File: src/rtl/macro_mux_ndff_pkg.sv
// Shared types and default constants for the mux-ndff CDC launcher.
// Optional timeout support is enabled by defining MUXNDFF_TX_TIMEOUT_EN.
package macro_mux_ndff_pkg;

   typedef enum logic [1:0] {
      IDLE = 2'd0,
      REQ  = 2'd1,
      DROP = 2'd2
   } state_e;

   localparam int DEF_WIDTH          = 8;
   localparam int DEF_SYNC_STAGES    = 2;
   localparam int DEF_TIMEOUT_CYCLES = 255;

endpackage

File: src/rtl/macro_ndff_sr.sv
// STAGES-deep flop chain bringing an asynchronous level into the clk domain.
module macro_ndff_sr #(
   parameter int STAGES = 2
) (
   input  logic clk,
   input  logic rst,
   input  logic d,
   output logic q
);

   logic [STAGES-1:0] sync_q;
   logic [STAGES-1:0] sync_d;

   always_comb begin
      sync_d = {sync_q[STAGES-2:0], d};
   end

   always_ff @(posedge clk) begin
      if (rst) begin
         sync_q <= '0;
      end else begin
         sync_q <= sync_d;
      end
   end

   assign q = sync_q[STAGES-1];

endmodule

File: src/rtl/macro_mux_ndff_tx.sv
// Source-side launcher for the mux-ndff CDC path: 4-phase en/ack handshake with a held word.
// Define MUXNDFF_TX_TIMEOUT_EN to add the REQ/DROP wait limit and the err_timeout flag.
module macro_mux_ndff_tx
   import macro_mux_ndff_pkg::*;
#(
   parameter int MUXNDFF_WIDTH  = DEF_WIDTH,
   parameter int SYNC_STAGES    = DEF_SYNC_STAGES
`ifdef MUXNDFF_TX_TIMEOUT_EN
   ,
   parameter int TIMEOUT_CYCLES = DEF_TIMEOUT_CYCLES
`endif
) (
   input  logic                     clk,
   input  logic                     rst,
   input  logic                     in_valid,
   input  logic [MUXNDFF_WIDTH-1:0] in_data,
   output logic                     in_ready,
   input  logic                     ack_async,
   output logic                     en,
   output logic [MUXNDFF_WIDTH-1:0] data_hold,
   output logic                     done,
   output logic                     busy,
   output state_e                   dbg_state
`ifdef MUXNDFF_TX_TIMEOUT_EN
   ,
   output logic                     err_timeout
`endif
);

   // Handshake: a word moves when in_valid && in_ready at a clk edge; in_ready is high only
   // in IDLE, so upstream holds in_valid/in_data until that edge. Downstream sees en rise with
   // data_hold already stable, and en falls only after ack_sync rises.
   logic                     ack_sync;
   state_e                   state_q, state_d;
   logic                     en_q, en_d;
   logic [MUXNDFF_WIDTH-1:0] hold_q, hold_d;
   logic                     done_q, done_d;

   macro_ndff_sr #(
      .STAGES (SYNC_STAGES)
   ) u_ack_sync (
      .clk (clk),
      .rst (rst),
      .d   (ack_async),
      .q   (ack_sync)
   );

`ifdef MUXNDFF_TX_TIMEOUT_EN
   localparam int CNT_W = $clog2(TIMEOUT_CYCLES + 1);
   logic [CNT_W-1:0] cnt_q, cnt_d;
   logic             err_q, err_d;
   logic             expired;
`endif

   always_comb begin
      state_d = state_q;
      en_d    = en_q;
      hold_d  = hold_q;
      done_d  = 1'b0;
`ifdef MUXNDFF_TX_TIMEOUT_EN
      err_d   = err_q;
      cnt_d   = (state_q == IDLE) ? '0 : cnt_q + 1'b1;
      expired = (cnt_q == CNT_W'(TIMEOUT_CYCLES - 1));
`endif
      case (state_q)
         IDLE: begin
            if (in_valid) begin
               hold_d  = in_data;
               en_d    = 1'b1;
               state_d = REQ;
`ifdef MUXNDFF_TX_TIMEOUT_EN
               err_d   = 1'b0;
`endif
            end
         end
         REQ: begin
            if (ack_sync) begin
               en_d    = 1'b0;
               state_d = DROP;
`ifdef MUXNDFF_TX_TIMEOUT_EN
               cnt_d   = '0;
`endif
            end
`ifdef MUXNDFF_TX_TIMEOUT_EN
            else if (expired) begin
               en_d    = 1'b0;
               state_d = DROP;
               err_d   = 1'b1;
               cnt_d   = '0;
            end
`endif
         end
         DROP: begin
            if (!ack_sync) begin
               state_d = IDLE;
`ifdef MUXNDFF_TX_TIMEOUT_EN
               // A transfer that already timed out in REQ finishes silently.
               done_d  = !err_q;
`else
               done_d  = 1'b1;
`endif
            end
`ifdef MUXNDFF_TX_TIMEOUT_EN
            else if (expired) begin
               state_d = IDLE;
               err_d   = 1'b1;
            end
`endif
         end
         default: begin
            state_d = IDLE;
            en_d    = 1'b0;
         end
      endcase
   end

   always_ff @(posedge clk) begin
      if (rst) begin
         state_q <= IDLE;
         en_q    <= 1'b0;
         hold_q  <= '0;
         done_q  <= 1'b0;
`ifdef MUXNDFF_TX_TIMEOUT_EN
         cnt_q   <= '0;
         err_q   <= 1'b0;
`endif
      end else begin
         state_q <= state_d;
         en_q    <= en_d;
         hold_q  <= hold_d;
         done_q  <= done_d;
`ifdef MUXNDFF_TX_TIMEOUT_EN
         cnt_q   <= cnt_d;
         err_q   <= err_d;
`endif
      end
   end

   assign en        = en_q;
   assign data_hold = hold_q;
   assign done      = done_q;
   assign busy      = (state_q != IDLE);
   assign in_ready  = (state_q == IDLE);
   assign dbg_state = state_q;
`ifdef MUXNDFF_TX_TIMEOUT_EN
   assign err_timeout = err_q;
`endif

endmodule

File: config.mk
export PLATFORM = sky130hd
export DESIGN_NAME = macro_mux_ndff_tx
export DESIGN_NICKNAME = d
export VERILOG_FILES = /design/src/rtl/macro_mux_ndff_pkg.sv /design/src/rtl/macro_ndff_sr.sv /design/src/rtl/macro_mux_ndff_tx.sv
export SDC_FILE = /design/constraint.sdc
export NUM_CORES = 1
export LEC_CHECK = 0
export CAP_MARGIN = 20
export CORE_AREA = 2 2 39 41
export CTS_BUF_LIST = sky130_fd_sc_hd__clkbuf_4 sky130_fd_sc_hd__clkbuf_8
export CTS_CLUSTER_DIAMETER = 50
export CTS_CLUSTER_SIZE = 20
export DETAILED_ROUTE_END_ITERATION = 10
export DIE_AREA = 0 0 41 43
export PLACE_DENSITY = 0.78
export SLEW_MARGIN = 20
export SYNTH_ARGS = -nofsm -noshare
export SYNTH_HDL_FRONTEND = slang
export SYNTH_SLANG_ARGS = --single-unit
File: constraint.sdc
create_clock -name clk -period 3.7 [get_ports clk]
set_clock_uncertainty 0.15 [all_clocks]
set_input_delay 0.555 -clock clk [delete_from_list [all_inputs] [get_ports clk]]
set_output_delay 0.555 -clock clk [all_outputs]
set_load 0.1 [all_outputs]
==> run metrics <==
GRT Max-Usage Layer met2; Final Worst Setup Slack between 0.9 and 1 ns; Post-Route Utilization 0.5624; Global Route met3 Usage 0.03141; met2 capacity usage during global routing 0.2094; type of the worst setup path flip-flop to output port; Yosys cell types 17; area share of the largest cell type after synthesis 0.5450; CP max-delay cell clkdlybuf4s50_1; post_cts resized 0; total instance count after detailed placement 96; worst setup slack after placement 1.252 ns; number of buffers created by CTS 3; Boundary Pins 26; first-pass GRT wire length approximately 1600 um; crit-path cells or2_2 -> clkdlybuf4s50_1; yosys synthesis warning count 0; clock-pin slew on the worst setup and hold paths about 0.080 ns; H-tree depth 1; part of the Yosys area used for sequential elements 0.5450; post-CTS setup buffers 0; top cell types by occurrence after synthesis 16 x nand2_1, 14 x dfxtp_1, 9 x a21oi_1; Yosys reg bits 14; Filler Cells Inserted around 140; worst slew margin relative to its limit 0.3503; number of synthesized flops with an enable pin 0; setup TNS 0 ns; Max stage delay on crit path about 1.1 ns; die boundary width between 40 and 50 um; Fmax around 0.36 GHz; worst-case clock buffer depth 2; summed area of non-filler cells in the final layout roughly 780 sq um; Cell Pwr Density between 400 and 500 mW/mm^2; launching instance or port of the critical path dbg_state[0]; final worst path period need 2.740 ns; met1 Resource Use GR 0.1661; total routing usage reported by global routing 0.1369; launching point of the worst reg2reg path dbg_state[0]; Final Max Tran Viols 0; via/cell ratio approximately 4.6; largest fanout on the critical path 8; RD Place Congestion around 0.69; Net Count, Synth 70; post-synthesis area per instance around 9 sq um; setup repair after global routing missed its margin no; Yosys top cell by area dfxtp_1; Final Hold Viols 0; number of I/O port buffers 25; fraction of registers with async set or reset after synthesis 0; cell with the most instances after synthesis nand2_1; final non-filler cell total 99; outcome completed; most used flip-flop cell after synthesis dfxtp_1; Initial DRC Count 11; area of the die approximately 0.0018 sq mm; count of mapped cells out of synthesis 58; startpoint class of the critical path flip-flop; standby leakage power 0.2912 nW; area of the core between 0.001 and 0.0015 sq mm; routed vias between 400 and 500; row count 14; total placed instance area 755.7 sq um; number of global-route vias before repair a little over 400; category of cells accounting for the largest share of critical-path delay buffers and inverters; Detailed Route WL approximately 1100 um; HP Start data_hold[5]; TritonCTS clock tree yes; Max rail drop VDD approximately 0.28 mV; mean routed wirelength per cell between 10 and 15 um; Req. time, crit path about 3.0 ns; netlist area before placement between 500 and 600 sq um; antenna violations before repair 0; CTS root buffer clkbuf_4; detailed-placement wirelength estimate roughly 770 um; Detailed Routing Iterations Pass 1 3; Synth area leaders dfxtp_1 55%, nand2_1 12%, a21oi_1 8.8%; nets@finish 97; Starting Density 0.3716; worst-skew pair later-pin latency ~0.27 ns; area added between synthesis and finish 51.34%; Setup crit end kind output port; final period utilization 0.7405; arrival time reported for the critical path endpoint slightly above 2 ns; Bufs and invs on worst path 1; residual antenna-violating net count after detailed routing 0; Least-Margin Pin Slew just under 1 ns; post-detailed-route DRC marker count 0; fraction of final layout cells with drive strength greater than 1 0.07229; die boundary height approximately 43 um; clk sink count 14; maximum number of pins on one net before global-route repair 16; residual overflow from global routing 0; Hold Path Class flip-flop to flip-flop; Antenna diodes 0; max-cap violations 0; endpoints failing setup 0; number of buffers inserted by hold repair at cts 0
power breakdown:
part	leakage, nW	internal [W]	total (W)	switching, W
combinational	0.162	0.0000335	0.000121	0.0000878
sequential	0.115	0.000160	0.000166	0.00000620
clock	0.0138	0.0000376	0.0000796	0.0000420
total	0.291	0.000231	0.000367	0.000136
logic make-up (layout without fill, tap and decap cells):
| family | after synthesis | after routing | share of synthesized area |
|---|---|---|---|
| multiplexers | 1 | 1 | 0.01947 |
| XOR/XNOR | 1 | 1 | 0.01703 |
| AO/OA/AOI/OAI | 10 | 10 | 0.1022 |
| flip-flops | 14 | 14 | 0.5450 |
| AND/OR/NAND/NOR | 26 | 26 | 0.2433 |
| buffers and inverters | 6 | 31 | 0.07298 |
worst min-delay path, delay by kind of cell, from the launching register on:
family / cells / cell delay, ns
flip-flops: 1 / 0.31
AND/OR/NAND/NOR: 1 / 0.05
AO/OA/AOI/OAI: 1 / 0.05
per-stage QoR:
step	hold WS (ns)	power [W]
after CTS	0.3071	0.0003724
after global placement	0.2747	0.0002900
after global routing	0.3291	0.0003824
after floorplan	0.2638	0.0002602
after detailed placement	0.2965	0.0002912
final	0.3031	0.0003666
area by class of cell:
type / count / area (sq um) / share of cell area
Timing Repair Buffer: 25 / 247.7 / 0.3183
Sequential cell: 14 / 280.3 / 0.3601
Clock buffer: 3 / 22.52 / 0.02894
Inverter: 3 / 11.26 / 0.01447
Multi-Input combinational cell: 38 / 196.4 / 0.2524
Tap cell: 16 / 20.02 / 0.02572
placed cells by master (no fill, tap or decap), drive strengths merged:
cell type,synthesis,final
clkdlybuf4s50,0,24
nand2,16,16
dfxtp,14,14
a21oi,9,9
inv,3,3
clkbuf,1,3
nor2b,2,2
nor3,2,2
or2,1,1
nor3b,1,1
or3b,1,1
xnor2,1,1
nor2,1,1
nand3,1,1
o31ai,1,1
nor4,1,1
mux2i,1,1
buf,2,1
state kept, by name (all words and copies together) (netlist names):
register and flops:
data_hold 8, dbg_state 2, done 1, en 1
u_ack_sync.sync_q 2
path summary, 6_finish.rpt:
| kind | endpoint | slack [ns] | cells past startpoint |
|---|---|---|---|
| max reg2reg | data_hold[2] | 2.30 | 3 |
| min reg2reg | data_hold[5] | 0.30 | 2 |
| min | data_hold[5] | 0.30 | 2 |
| max | busy | 0.96 | 2 |
routing by layer:
metal	wire length, um	vias up	share of wire
li1	-	240	-
met1	426	199	0.40
met2	540	17	0.51
met3	84	2	0.079
met4	10	0	0.0094
met5	0	-	0
No activity file was read; power rests on OpenSTA's default activity.
